<file path="config.mk">
export PLATFORM = sky130hd
export DESIGN_NAME = alu_share_ctrl_flat
export DESIGN_NICKNAME = d
export VERILOG_FILES = /design/src/rtl/wisc_alu_pkg.sv /design/src/rtl/alu_share_ctrl_if.sv /design/src/rtl/rr_arb2.sv /design/src/rtl/alu_share_ctrl.sv /design/src/flat_wrapper.sv
export SDC_FILE = /design/constraint.sdc
export NUM_CORES = 1
export LEC_CHECK = 0
export BUFFER_PORTS_ARGS = -buffer_cell sky130_fd_sc_hd__buf_2
export CORE_ASPECT_RATIO = 1.25
export CORE_MARGIN = 2
export CORE_UTILIZATION = 44
export CTS_CLUSTER_DIAMETER = 100
export CTS_CLUSTER_SIZE = 40
export DETAILED_ROUTE_END_ITERATION = 7
export PLACE_DENSITY_LB_ADDON = 0.15
export SLEW_MARGIN = 20
export SYNTH_ARGS = -nofsm -noshare
export SYNTH_HDL_FRONTEND = slang
export SYNTH_SLANG_ARGS = --single-unit
</file>
<file path="constraint.sdc">
create_clock -name clk -period 2.8 [get_ports clk]
set_input_delay 0.56 -clock clk [delete_from_list [all_inputs] [get_ports clk]]
set_output_delay 0.56 -clock clk [all_outputs]
set_load 0.05 [all_outputs]
</file>
<file path="src/rtl/wisc_alu_pkg.sv">
// Shared WISC ALU definitions: datapath width, opcodes and the issue/response payloads.
package wisc_alu_pkg;

  localparam int unsigned WIDTH = 16;
  localparam int unsigned OP_W  = 4;

  typedef logic [OP_W-1:0] op_t;

  localparam op_t OP_ADD    = 4'b0000;
  localparam op_t OP_SUB    = 4'b0001;
  localparam op_t OP_XOR    = 4'b0010;
  localparam op_t OP_RED    = 4'b0011;
  localparam op_t OP_SLL    = 4'b0100;
  localparam op_t OP_SRA    = 4'b0101;
  localparam op_t OP_ROR    = 4'b0110;
  localparam op_t OP_PADDSB = 4'b0111;
  localparam op_t OP_LW     = 4'b1000;

  // LW has bit 3 set, so the ALU leaves its flag register alone.
  localparam op_t ALU_IDLE_OP = OP_LW;

  typedef struct packed {
    logic             id;
    op_t              op;
    logic [WIDTH-1:0] a;
    logic [WIDTH-1:0] b;
  } issue_t;

  typedef struct packed {
    logic             id;
    logic [WIDTH-1:0] data;
  } resp_t;

endpackage

</file>
<file path="src/rtl/alu_share_ctrl_if.sv">
// Requester, response and ALU-side signals of the shared ALU controller.
interface alu_share_ctrl_if;
  import wisc_alu_pkg::*;

  logic             req0_valid;
  logic             req0_ready;
  op_t              req0_op;
  logic [WIDTH-1:0] req0_a;
  logic [WIDTH-1:0] req0_b;

  logic             req1_valid;
  logic             req1_ready;
  op_t              req1_op;
  logic [WIDTH-1:0] req1_a;
  logic [WIDTH-1:0] req1_b;

  logic             rsp_valid;
  logic             rsp_ready;
  logic             rsp_id;
  logic [WIDTH-1:0] rsp_data;
  logic             rsp_n;
  logic             rsp_z;
  logic             rsp_v;

  op_t              alu_opcode;
  logic [WIDTH-1:0] alu_in1;
  logic [WIDTH-1:0] alu_in2;
  logic [WIDTH-1:0] alu_out;
  logic             alu_n;
  logic             alu_z;
  logic             alu_v;

  logic             busy;

  modport master (
    output req0_valid, req0_op, req0_a, req0_b,
    output req1_valid, req1_op, req1_a, req1_b,
    output rsp_ready, alu_out, alu_n, alu_z, alu_v,
    input  req0_ready, req1_ready,
    input  rsp_valid, rsp_id, rsp_data, rsp_n, rsp_z, rsp_v,
    input  alu_opcode, alu_in1, alu_in2, busy
  );

  modport slave (
    input  req0_valid, req0_op, req0_a, req0_b,
    input  req1_valid, req1_op, req1_a, req1_b,
    input  rsp_ready, alu_out, alu_n, alu_z, alu_v,
    output req0_ready, req1_ready,
    output rsp_valid, rsp_id, rsp_data, rsp_n, rsp_z, rsp_v,
    output alu_opcode, alu_in1, alu_in2, busy
  );

endinterface

</file>
<file path="src/rtl/rr_arb2.sv">
// Two-way round-robin grant; the pointer moves past the winner only on an accepted transfer.
module rr_arb2 (
  input  logic       clk,
  input  logic       rst,
  input  logic [1:0] i_valid,
  input  logic       i_accept,
  output logic [1:0] o_grant_c,
  output logic       o_gid_c
);

  logic r_ptr;

  always_comb begin
    o_gid_c   = (i_valid == 2'b11) ? r_ptr : i_valid[1];
    o_grant_c = 2'b00;
    if (i_valid != 2'b00) begin
      o_grant_c = o_gid_c ? 2'b10 : 2'b01;
    end
  end

  always_ff @(posedge clk) begin
    if (!rst) begin
      r_ptr <= 1'b0;
    end else if (i_accept) begin
      r_ptr <= ~o_gid_c;
    end
  end

endmodule

</file>
<file path="src/rtl/alu_share_ctrl.sv">
// Shares one WISC ALU between two requesters through a two-stage issue/response pipeline.
module alu_share_ctrl
  import wisc_alu_pkg::*;
#(
  parameter op_t IDLE_OP = ALU_IDLE_OP
) (
  input logic             clk,
  input logic             rst,
  alu_share_ctrl_if.slave bus
);

  logic [1:0] w_req_valid;
  logic [1:0] w_grant;
  logic       w_gid;
  logic       w_adv;
  logic       w_s1_accept;
  logic       w_xfer;
  issue_t     w_new;

  issue_t     r_s1;
  logic       r_s1_valid;
  resp_t      r_s2;
  logic       r_s2_valid;

  assign w_req_valid = {bus.req1_valid, bus.req0_valid};
  // Reset gates both advance and accept so nothing reaches the ALU or the requesters.
  assign w_adv       = rst & r_s1_valid & (~r_s2_valid | bus.rsp_ready);
  assign w_s1_accept = rst & (~r_s1_valid | w_adv);
  assign w_xfer      = w_s1_accept & (|w_req_valid);

  rr_arb2 u_arb (
    .clk       (clk),
    .rst       (rst),
    .i_valid   (w_req_valid),
    .i_accept  (w_xfer),
    .o_grant_c (w_grant),
    .o_gid_c   (w_gid)
  );

  always_comb begin
    w_new = '{id: w_gid, op: bus.req0_op, a: bus.req0_a, b: bus.req0_b};
    if (w_gid) begin
      w_new = '{id: 1'b1, op: bus.req1_op, a: bus.req1_a, b: bus.req1_b};
    end
  end

  // Issue stage.
  always_ff @(posedge clk) begin
    if (!rst) begin
      r_s1_valid <= 1'b0;
      r_s1       <= '0;
    end else if (w_s1_accept) begin
      r_s1_valid <= |w_req_valid;
      if (w_xfer) begin
        r_s1 <= w_new;
      end
    end
  end

  // Response stage: captures the ALU result on the same edge the ALU flags update.
  always_ff @(posedge clk) begin
    if (!rst) begin
      r_s2_valid <= 1'b0;
      r_s2       <= '0;
    end else if (w_adv) begin
      r_s2_valid <= 1'b1;
      r_s2       <= '{id: r_s1.id, data: bus.alu_out};
    end else if (bus.rsp_ready) begin
      r_s2_valid <= 1'b0;
    end
  end

  assign bus.req0_ready = w_grant[0] & w_s1_accept;
  assign bus.req1_ready = w_grant[1] & w_s1_accept;

  assign bus.alu_opcode = w_adv ? r_s1.op : IDLE_OP;
  assign bus.alu_in1    = w_adv ? r_s1.a  : '0;
  assign bus.alu_in2    = w_adv ? r_s1.b  : '0;

  assign bus.rsp_valid  = r_s2_valid;
  assign bus.rsp_id     = r_s2.id;
  assign bus.rsp_data   = r_s2.data;
  assign bus.rsp_n      = bus.alu_n;
  assign bus.rsp_z      = bus.alu_z;
  assign bus.rsp_v      = bus.alu_v;
  assign bus.busy       = r_s1_valid | r_s2_valid;

endmodule

</file>
<file path="src/flat_wrapper.sv">
// flat-port wrapper written by rule: the top's interface ports become plain ports
module alu_share_ctrl_flat import wisc_alu_pkg::*;
#(
  parameter op_t IDLE_OP = ALU_IDLE_OP
)
  (clk, rst, bus_req0_valid, bus_req0_op, bus_req0_a, bus_req0_b, bus_req1_valid, bus_req1_op, bus_req1_a, bus_req1_b, bus_rsp_ready, bus_alu_out, bus_alu_n, bus_alu_z, bus_alu_v, bus_req0_ready, bus_req1_ready, bus_rsp_valid, bus_rsp_id, bus_rsp_data, bus_rsp_n, bus_rsp_z, bus_rsp_v, bus_alu_opcode, bus_alu_in1, bus_alu_in2, bus_busy);
  alu_share_ctrl_if bus_i ();
  input logic clk;
  input logic rst;
  input wire logic [$bits(bus_i.req0_valid)-1:0] bus_req0_valid;
  input wire logic [$bits(bus_i.req0_op)-1:0] bus_req0_op;
  input wire logic [$bits(bus_i.req0_a)-1:0] bus_req0_a;
  input wire logic [$bits(bus_i.req0_b)-1:0] bus_req0_b;
  input wire logic [$bits(bus_i.req1_valid)-1:0] bus_req1_valid;
  input wire logic [$bits(bus_i.req1_op)-1:0] bus_req1_op;
  input wire logic [$bits(bus_i.req1_a)-1:0] bus_req1_a;
  input wire logic [$bits(bus_i.req1_b)-1:0] bus_req1_b;
  input wire logic [$bits(bus_i.rsp_ready)-1:0] bus_rsp_ready;
  input wire logic [$bits(bus_i.alu_out)-1:0] bus_alu_out;
  input wire logic [$bits(bus_i.alu_n)-1:0] bus_alu_n;
  input wire logic [$bits(bus_i.alu_z)-1:0] bus_alu_z;
  input wire logic [$bits(bus_i.alu_v)-1:0] bus_alu_v;
  output wire logic [$bits(bus_i.req0_ready)-1:0] bus_req0_ready;
  output wire logic [$bits(bus_i.req1_ready)-1:0] bus_req1_ready;
  output wire logic [$bits(bus_i.rsp_valid)-1:0] bus_rsp_valid;
  output wire logic [$bits(bus_i.rsp_id)-1:0] bus_rsp_id;
  output wire logic [$bits(bus_i.rsp_data)-1:0] bus_rsp_data;
  output wire logic [$bits(bus_i.rsp_n)-1:0] bus_rsp_n;
  output wire logic [$bits(bus_i.rsp_z)-1:0] bus_rsp_z;
  output wire logic [$bits(bus_i.rsp_v)-1:0] bus_rsp_v;
  output wire logic [$bits(bus_i.alu_opcode)-1:0] bus_alu_opcode;
  output wire logic [$bits(bus_i.alu_in1)-1:0] bus_alu_in1;
  output wire logic [$bits(bus_i.alu_in2)-1:0] bus_alu_in2;
  output wire logic [$bits(bus_i.busy)-1:0] bus_busy;
  assign bus_i.req0_valid = bus_req0_valid;
  assign bus_i.req0_op = bus_req0_op;
  assign bus_i.req0_a = bus_req0_a;
  assign bus_i.req0_b = bus_req0_b;
  assign bus_i.req1_valid = bus_req1_valid;
  assign bus_i.req1_op = bus_req1_op;
  assign bus_i.req1_a = bus_req1_a;
  assign bus_i.req1_b = bus_req1_b;
  assign bus_i.rsp_ready = bus_rsp_ready;
  assign bus_i.alu_out = bus_alu_out;
  assign bus_i.alu_n = bus_alu_n;
  assign bus_i.alu_z = bus_alu_z;
  assign bus_i.alu_v = bus_alu_v;
  assign bus_req0_ready = bus_i.req0_ready;
  assign bus_req1_ready = bus_i.req1_ready;
  assign bus_rsp_valid = bus_i.rsp_valid;
  assign bus_rsp_id = bus_i.rsp_id;
  assign bus_rsp_data = bus_i.rsp_data;
  assign bus_rsp_n = bus_i.rsp_n;
  assign bus_rsp_z = bus_i.rsp_z;
  assign bus_rsp_v = bus_i.rsp_v;
  assign bus_alu_opcode = bus_i.alu_opcode;
  assign bus_alu_in1 = bus_i.alu_in1;
  assign bus_alu_in2 = bus_i.alu_in2;
  assign bus_busy = bus_i.busy;
  alu_share_ctrl #(.IDLE_OP(IDLE_OP)) u_core (.clk(clk), .rst(rst), .bus(bus_i));
endmodule
</file>
==> metrics, run 1 <==
setup_tns 0 ns; htree depth 3; Mapped Cells about 340; final slew viol count 0; overall global routing resource usage 0.203; post-route cell area 3520 um^2; drt first-iter violations 134; Die Wd 72.3 um; Worst Path Arrival about 1.7 ns; DR vias ~2.7k; layout cells sized above 1 0.376; cell at the root of the clock tree clkbuf_8; met1 Usage GRT 0.240; smallest hold slack 0.430 ns; post-layout min period roughly 2.3 ns; GRT overflow 0; Netlist Area Pre-Place 2570 um^2; post-CTS setup buffers 0; Psw a little over 0.0006 W; global route hottest layer met2; Final setup viols 0; IO Pins between 150 and 200; top cell type by total area after synthesis dfxtp_1; CTS tree built; worst path bufs/invs 3; top-area cell type share of the netlist area 0.444; Worst path most repeated cell buf_2; WP depth 6; mean number of vias per cell just under 5; Antenna Cells 0; Crit Path Class input port to primary output; Area Growth Syn to Fin 37.3%; met3 Use GR 0.0474; FFs w/ async S/R, synth 0; first-pass GRT wire length around 10000 um; gp weighted congestion around 0.71; switching share of power 0.283; LEAKAGE 1.76 nW; worst vdd ir 0.348 mV; # nets final 570; Post-Syn Area per Cell roughly 7.6 um^2; status finished clean; dominant cell by count in the synthesized netlist nand2_1; Routed Antenna Nets 0; Core ar. 5700 um^2; clock share of power 0.393; WL final 6520 um; starting density of the core 0.450; DIE HEIGHT 89.4 um; synthesized flop and latch total 57; DP Area roughly 3300 um^2; Worst Hold Path Cells 3; Reg power frac 0.416; worst-path cell chain buf_2, nand2b_4, and3_2, buf_12, and2_1, buf_2; Tcrit/Tclk final 0.810; Slew @ Worst Pin approximately 0.5 ns; worst skew pair latency between 0.3 and 0.4 ns; First-pass DRT Iterations 4; largest net degree at the start of global routing 58; RSZ-0062 raised after global routing no; total die area about 6500 um^2; vias in the first global route ~2.4k; # port buffers about 150; CP max stage cell and3_2; top_reg_cell synth dfxtp_1; Mapped Nets 434; Max Cap Viol 0; Gates resized, CTS repair 0; Critical Path Start Type input port; DRC Markers 0; Max FO, Critical Path 34; CTS Buf Count 9; Avg WL per Cell around 12 um; # clock sinks 57; Post-synth EDFFs 0; Crit. End Element primary output; hpwl dp 4510 um; CP delay by family, top simple AND/OR/NAND/NOR gates; Peak Freq roughly 440 MHz; initial antenna violation count 0; Synth Warn # 0; Comb power frac 0.191; Worst R2R Path Depth 6; Overall Power between 0.002 and 0.0025 W; Max Root-Sink Buffers 2; Synth area leaders dfxtp_1 (44%), nand2_1 (15%), o21ai_0 (11%); internal power 0.00156 W; met2 usage 0.356; FP Rows 31; clk_skew ~0.0052 ns; relative slew slack 0.667; top cells by count, synth nand2_1 (106), dfxtp_1 (57), o21ai_0 (54); worst min path class input port to register; CP max stage delay 0.34 ns; Hold-fix buffers, CTS 0; share of the yosys chip area belonging to registers 0.444; Final Hold Fails 0; PD cells 620 nW/um^2; Worst-path clk slew 0.06 ns; synth unique cells 22; CP required 2.24 ns
[power groups by stage]
stage	Combinational, W	Clock, W	Sequential (W)
after CTS	0.000421	0.000877	0.000908
after global placement	0.000417	0	0.000923
after floorplan	0.000242	0	0.000983
after detailed placement	0.000421	0	0.000925
after global routing	0.000463	0.000913	0.000914
final	0.000418	0.000858	0.000908
[cell type report]
class / instances / area (um^2)
Inverter: 1 / 3.75
Clock inverter: 5 / 77.6
Fill cell: 548 / 2180
Sequential cell: 57 / 1140
Timing Repair Buffer: 157 / 818
Clock buffer: 11 / 151
Tap cell: 66 / 82.6
Multi-Input combinational cell: 248 / 1250
[worst reg2reg max path, delay by kind of cell, from the launching register on]
kind	cells	cell delay, ns
flip-flops	1	0.34
buffers and inverters	2	0.41
AO/OA/AOI/OAI	2	0.25
AND/OR/NAND/NOR	2	0.42
[worst paths after layout]
| kind | endpoint | startpoint | slack [ns] |
|---|---|---|---|
| worst max-delay path | bus_alu_opcode[1] | bus_rsp_ready | 0.53 |
| worst min register to register | u_core.bus.rsp_data[13] | u_core.bus.rsp_data[13] | 0.45 |
| worst max register to register | u_core.r_s1[36] | u_core.bus.rsp_valid | 1.30 |
| worst min-delay path | u_core.bus.rsp_data[5] | bus_alu_out[5] | 0.43 |
[per-layer routing]
layer  routed length (um)  vias up
met3                  471        5
met1                 2780     1168
met4                   70        0
met2                 3190       97
li1                     -     1396
met5                    0        -
[logic make-up (layout without fill, tap and decap cells)]
| logic type | after synthesis | after routing | synth area share |
|---|---|---|---|
| buf+inv | 33 | 174 | 0.0692 |
| flops | 57 | 57 | 0.444 |
| simple gates | 154 | 154 | 0.276 |
| compound gates | 94 | 94 | 0.210 |
[through the flow]
stage	utilization	setup WS, ns	instances
after global routing	0.618	0.431	545
after floorplan	-	0.613	338
final	0.618	0.531	545
after detailed placement	0.578	0.512	529
after global placement	0.578	0.559	529
after CTS	0.618	0.506	545
[sequential cells by signal, summed over array words and instances (netlist names)]
signal	count
u_core.bus.rsp_data	16
u_core.r_s1	37
u_core.bus.rsp_valid	1
u_core.u_arb.r_ptr	1
u_core.bus.rsp_id	1
u_core.r_s1_valid	1
[layout by cell type (no fill, tap or decap), types with 2 or more instances in the layout]
master | Yosys | routed
a21boi_0 | 2 | 2
a31oi_1 | 36 | 36
bufinv_16 | 0 | 2
dfxtp_1 | 57 | 57
clkinv_2 | 0 | 2
nor2_1 | 2 | 2
buf_2 | 9 | 149
and2_1 | 37 | 37
clkbuf_8 | 0 | 11
buf_4 | 7 | 7
o21ai_0 | 54 | 54
nand2b_1 | 3 | 3
nand2_1 | 106 | 106
Note: power is estimated with default switching activity, not from simulation.
==> run 2: changes to the inputs <==
CORE_UTILIZATION = 39   (was 44)
clock period = 2.01 ns   (was 2.8 ns; I/O delays follow)
==> run 2 against run 1 <==
Compared with the run above: critical endpoint is now bus_alu_in2[0]; flip-flop and latch count stayed put; largest cell class unchanged; clock skew is 0.00067 ns higher; combinational power is 43% higher; global-route usage is 1.8 points lower; power is 28% higher; setup slack worse by 0.47 ns; sequential share of layout area is 0.20 points lower; cell count is 4.0% higher.
==> metrics, run 2 (same netlist as run 1, synthesis figures left out) <==
status finished clean; most common cell after layout, fill and taps aside buf_2; PD cells 786 nW/um^2; starting density of the core 0.396; Antenna Cells 0; CTS Buf Count 9; drt first-iter violations 89; Max FO, Critical Path 15; Core ar. 6480 um^2; htree depth 3; Max Root-Sink Buffers 2; LEAKAGE roughly 1.7 nW; CTS tree built; Critical Path Start Type register; clk_skew 0.00590 ns; setup_tns 0 ns; Slew @ Worst Pin between 0.5 and 0.6 ns; max reg flops 37; Final setup viols 0; Die Wd 76.6 um; initial antenna violation count 0; worst min path class input port to register; IO Pins 156; First-pass DRT Iterations 5; hpwl dp about 4400 um; Max Cap Viol 0; Final Hold Fails 0; relative slew slack 0.665; WL met1 3070 um; Crit Path Class register to primary output; met2 wire length 3230 um; layout cells sized above 1 0.375; Routed Antenna Nets 0; # port buffers between 100 and 150; Crit. End Element primary output; mean number of vias per cell between 4 and 5; post-CTS setup buffers 0; DR top layer met4; Worst Path Arrival around 1.5 ns; smallest hold slack 0.272 ns; most flop-heavy register u_core.r_s1; fill cell count 671; Avg WL per Cell between 10 and 15 um; total die area roughly 7300 um^2; worst vdd ir between 0.3 and 0.4 mV; Tcrit/Tclk final 0.968; final slew viol count 0; most frequent cells in the layout buf_2 (139), nand2_1 (106), dfxtp_1 (56); WL final between 6000 and 7000 um; post-layout min period 1.95 ns; RSZ-0062 raised after global routing no; worst skew pair latency 0.32 ns; Peak Freq about 510 MHz; DR vias between 2k and 3k; gp weighted congestion 0.727; vias in the first global route between 2k and 2.5k; overall global routing resource usage 0.186; first-pass GRT wire length approximately 11000 um; DR WL met3 roughly 370 um; # nets final between 500 and 600; DRC Markers 0; Reg2Reg Setup Slack between 0.5 and 0.6 ns; cell at the root of the clock tree clkbuf_8; DIE HEIGHT 94.7 um; # clock sinks 57; largest net degree at the start of global routing 61; Worst-path clk slew around 0.060 ns; Area Growth Syn to Fin 38.3%; FP Rows 33; GRT overflow 0; CP required between 1.5 and 2 ns; Hold-fix buffers, CTS 0
[run 2: what timing repair did]
item / in CTS / in global routing
resized for setup: 1 / 11
cloned: 0 / 1
pin swaps: 0 / 0
endpoints found under the setup margin: 1 / 27
[run 2: per-layer routing]
metal	track usage	vias to the layer above
met4	0.109	0
li1	-	1402
met2	0.309	105
met1	0.224	1178
met5	0	-
met3	0.0373	13
[run 2: cell type report]
class,instances,area [um^2],share of cell area
Sequential cell,57,1140,0.322
Timing Repair Buffer,158,868,0.245
Inverter,1,3.75,0.00106
Clock inverter,3,15.0,0.00423
Clock buffer,13,159,0.0447
Tap cell,87,109,0.0307
Multi-Input combinational cell,248,1250,0.353
[run 2: path summary, 6_finish.rpt]
path / startpoint / end / depth (start not counted)
max: u_core.bus.rsp_valid / bus_alu_in2[0] / 5
min: bus_alu_out[1] / u_core.bus.rsp_data[1] / 3
max reg2reg: u_core.r_s1_valid / u_core.r_s1[10] / 5
min reg2reg: u_core.bus.rsp_data[12] / u_core.bus.rsp_data[12] / 2
[run 2: metrics by stage]
| stage | power, W | setup WS, ns | utilization | instances | cell area [um^2] |
|---|---|---|---|---|---|
| 6_report | 0.00279 | 0.0649 | 0.548 | 567 | 3550 |
| 5_1_grt | 0.00295 | 0.00509 | 0.548 | 567 | 3550 |
| 4_1_cts | 0.00282 | 0.00406 | 0.540 | 566 | 3500 |
| 3_5_place_dp | 0.00188 | 0.150 | 0.513 | 550 | 3320 |
| 3_3_place_gp | 0.00187 | 0.157 | 0.513 | 550 | 3320 |
| 2_1_floorplan | 0.00171 | 0.142 | - | 338 | 2570 |
[run 2: worst max-delay path, stage by stage, from the launching register on]
cell and delay, ns:
dfxtp_2 0.34, nand2b_4 0.07, and3_4 0.23, buf_4 0.19
and2_1 0.13, buf_2 0.25
[run 2: power breakdown]
part | internal (W) | total [W] | switching [W]
Combinational | 0.000205 | 0.000598 | 0.000393
Clock | 0.000509 | 0.000930 | 0.000421
Sequential | 0.00122 | 0.00126 | 0.0000394
==> run 3: changes to the inputs <==
CELL_PAD_IN_SITES_DETAIL_PLACEMENT = 1   (was not set)
CELL_PAD_IN_SITES_GLOBAL_PLACEMENT = 2   (was not set)
CORE_UTILIZATION = 20   (was 39)
==> run 3 against run 2 <==
Compared with the run above: routed wire length up 34%; sequential share of layout area is 2.4 points lower; clock power rose by 52%; critical path depth did not move; global-route usage shrank 5.2 points; cell area up 7.9%; power is 18% higher; critical path type unchanged; largest power group is now clock; highest routed layer unchanged.
==> metrics, run 3 (same netlist as run 1, synthesis figures left out) <==
status finished clean; reg2reg end u_core.r_s1[5]; most flop-heavy register u_core.r_s1; Antenna Cells 0; Final Hold Fails 0; gp weighted congestion a little over 0.7; vias in the first global route 2874; # nets final approximately 570; Worst Hold Path EP u_core.bus.rsp_data[9]; CTS Buf Count 9; Slew @ Worst Pin around 0.45 ns; largest net degree at the start of global routing between 40 and 50; most common cell after layout, fill and taps aside buf_2; DRC Markers 0; total die area about 14000 um^2; DIE HEIGHT about 130 um; hpwl dp 6500 um; Max FO, Critical Path 20; cell at the root of the clock tree clkbuf_16; Die Wd around 110 um; # port buffers around 150; Hold-fix buffers, CTS 0; Worst Hold Path Cells 3; post-layout min period ~1.9 ns; Area Growth Syn to Fin 49.2%; worst flop-to-flop path startpoint u_core.r_s1_valid; worst vdd ir 0.282 mV; Worst-path clk slew roughly 0.050 ns; FP Rows 46; Tcrit/Tclk final 0.951; Final setup viols 0; relative slew slack 0.700; mean number of vias per cell 4.29; Peak Freq ~520 MHz; Worst R2R Path Depth 5; LEAKAGE 1.80 nW; CP required 1.61 ns; post-CTS setup buffers 0; final slew viol count 0; Reg2Reg Setup Slack between 0.5 and 0.6 ns; PD cells roughly 860 nW/um^2; most frequent cells in the layout buf_2 (122), nand2_1 (106), dfxtp_1 (56); overall global routing resource usage 0.133; Critical Path Start Type register; IO Pins 156; # clock sinks 57; Routed Antenna Nets 0; fill cell count between 1.5k and 2k; first-pass GRT wire length about 14000 um; Max Cap Viol 0; clk_skew roughly 0.0031 ns; Overall Power approximately 0.0033 W; max reg flops 37; Worst Path Arrival around 1.5 ns; GRT overflow 0; CTS tree built; setup_tns 0 ns; initial antenna violation count 0; First-pass DRT Iterations 4; Crit. End Element primary output; DR vias about 2.8k; Core ar. 12600 um^2; WL final 9170 um; Avg WL per Cell approximately 14 um; htree depth 3; Max Root-Sink Buffers 2; layout cells sized above 1 0.378; Util after Layout 0.304; Crit Path Class register to primary output; starting density of the core 0.204; drt first-iter violations between 60 and 70; RSZ-0062 raised after global routing no; worst skew pair latency 0.32 ns; worst min path class input port to register; hold path start bus_alu_out[9]
[run 3: changes by cell type in the layout (fill, tap and decap cells not counted), sizes merged]
cell    change
buf         -5
clkbuf      +7
[run 3: cell type report]
cell class	instances	area (um^2)	area share
clock buffers	13	260	0.0679
clock inverters	3	15.0	0.00392
inverters	1	3.75	0.000980
multi-input cells	248	1250	0.327
flip-flops and latches	57	1140	0.298
well taps	168	210	0.0549
repair buffers	160	946	0.247
[run 3: power breakdown]
| part | internal (W) | switching [W] |
|---|---|---|
| Clock | 0.000894 | 0.000517 |
| Combinational | 0.000217 | 0.000409 |
| Sequential | 0.00123 | 0.0000414 |
[run 3: repair_timing]
action / 4_1_cts / 5_1_grt
resized for setup: 10 / 17
cloned: 0 / 0
endpoints found under the setup margin: 10 / 29
endpoints found under the hold margin: 0 / 0
[run 3: metal layers]
layer	part of all wire	vias up	GRT usage
li1	-	1408	-
met4	0.012	0	0.0518
met3	0.059	8	0.0402
met1	0.43	1278	0.151
met5	0	-	0
met2	0.50	96	0.236
[run 3: worst max-delay path by stage]
stage	startpoint	endpoint	slack, ns
floorplan	u_core.bus.rsp_valid	bus_alu_in1[15]	0.14
global placement	bus_rsp_ready	bus_alu_in1[13]	0.14
detailed placement	bus_rsp_ready	bus_alu_in1[13]	0.12
CTS	u_core.bus.rsp_valid	bus_alu_in2[12]	0.002
global route	u_core.bus.rsp_valid	bus_alu_in1[12]	0.03
finish	u_core.bus.rsp_valid	bus_alu_in2[8]	0.1
[run 3: per-stage QoR]
stage / std cells / hold WS (ns) / area, um^2 / worst slack, ns
detailed placement: 634 / 0.451 / 3490 / 0.118
floorplan: 338 / 0.426 / 2570 / 0.142
global placement: 634 / 0.439 / 3490 / 0.144
global route: 650 / 0.276 / 3830 / 0.0253
CTS: 650 / 0.260 / 3790 / 0.00247
finish: 650 / 0.275 / 3830 / 0.0986
[run 3: critical path: stages (launching register included)]
cell and delay, ns:
dfxtp_2 0.33, nand2b_4 0.08, and3_4 0.24, buf_12 0.15, and2_1 0.12, buf_2 0.25
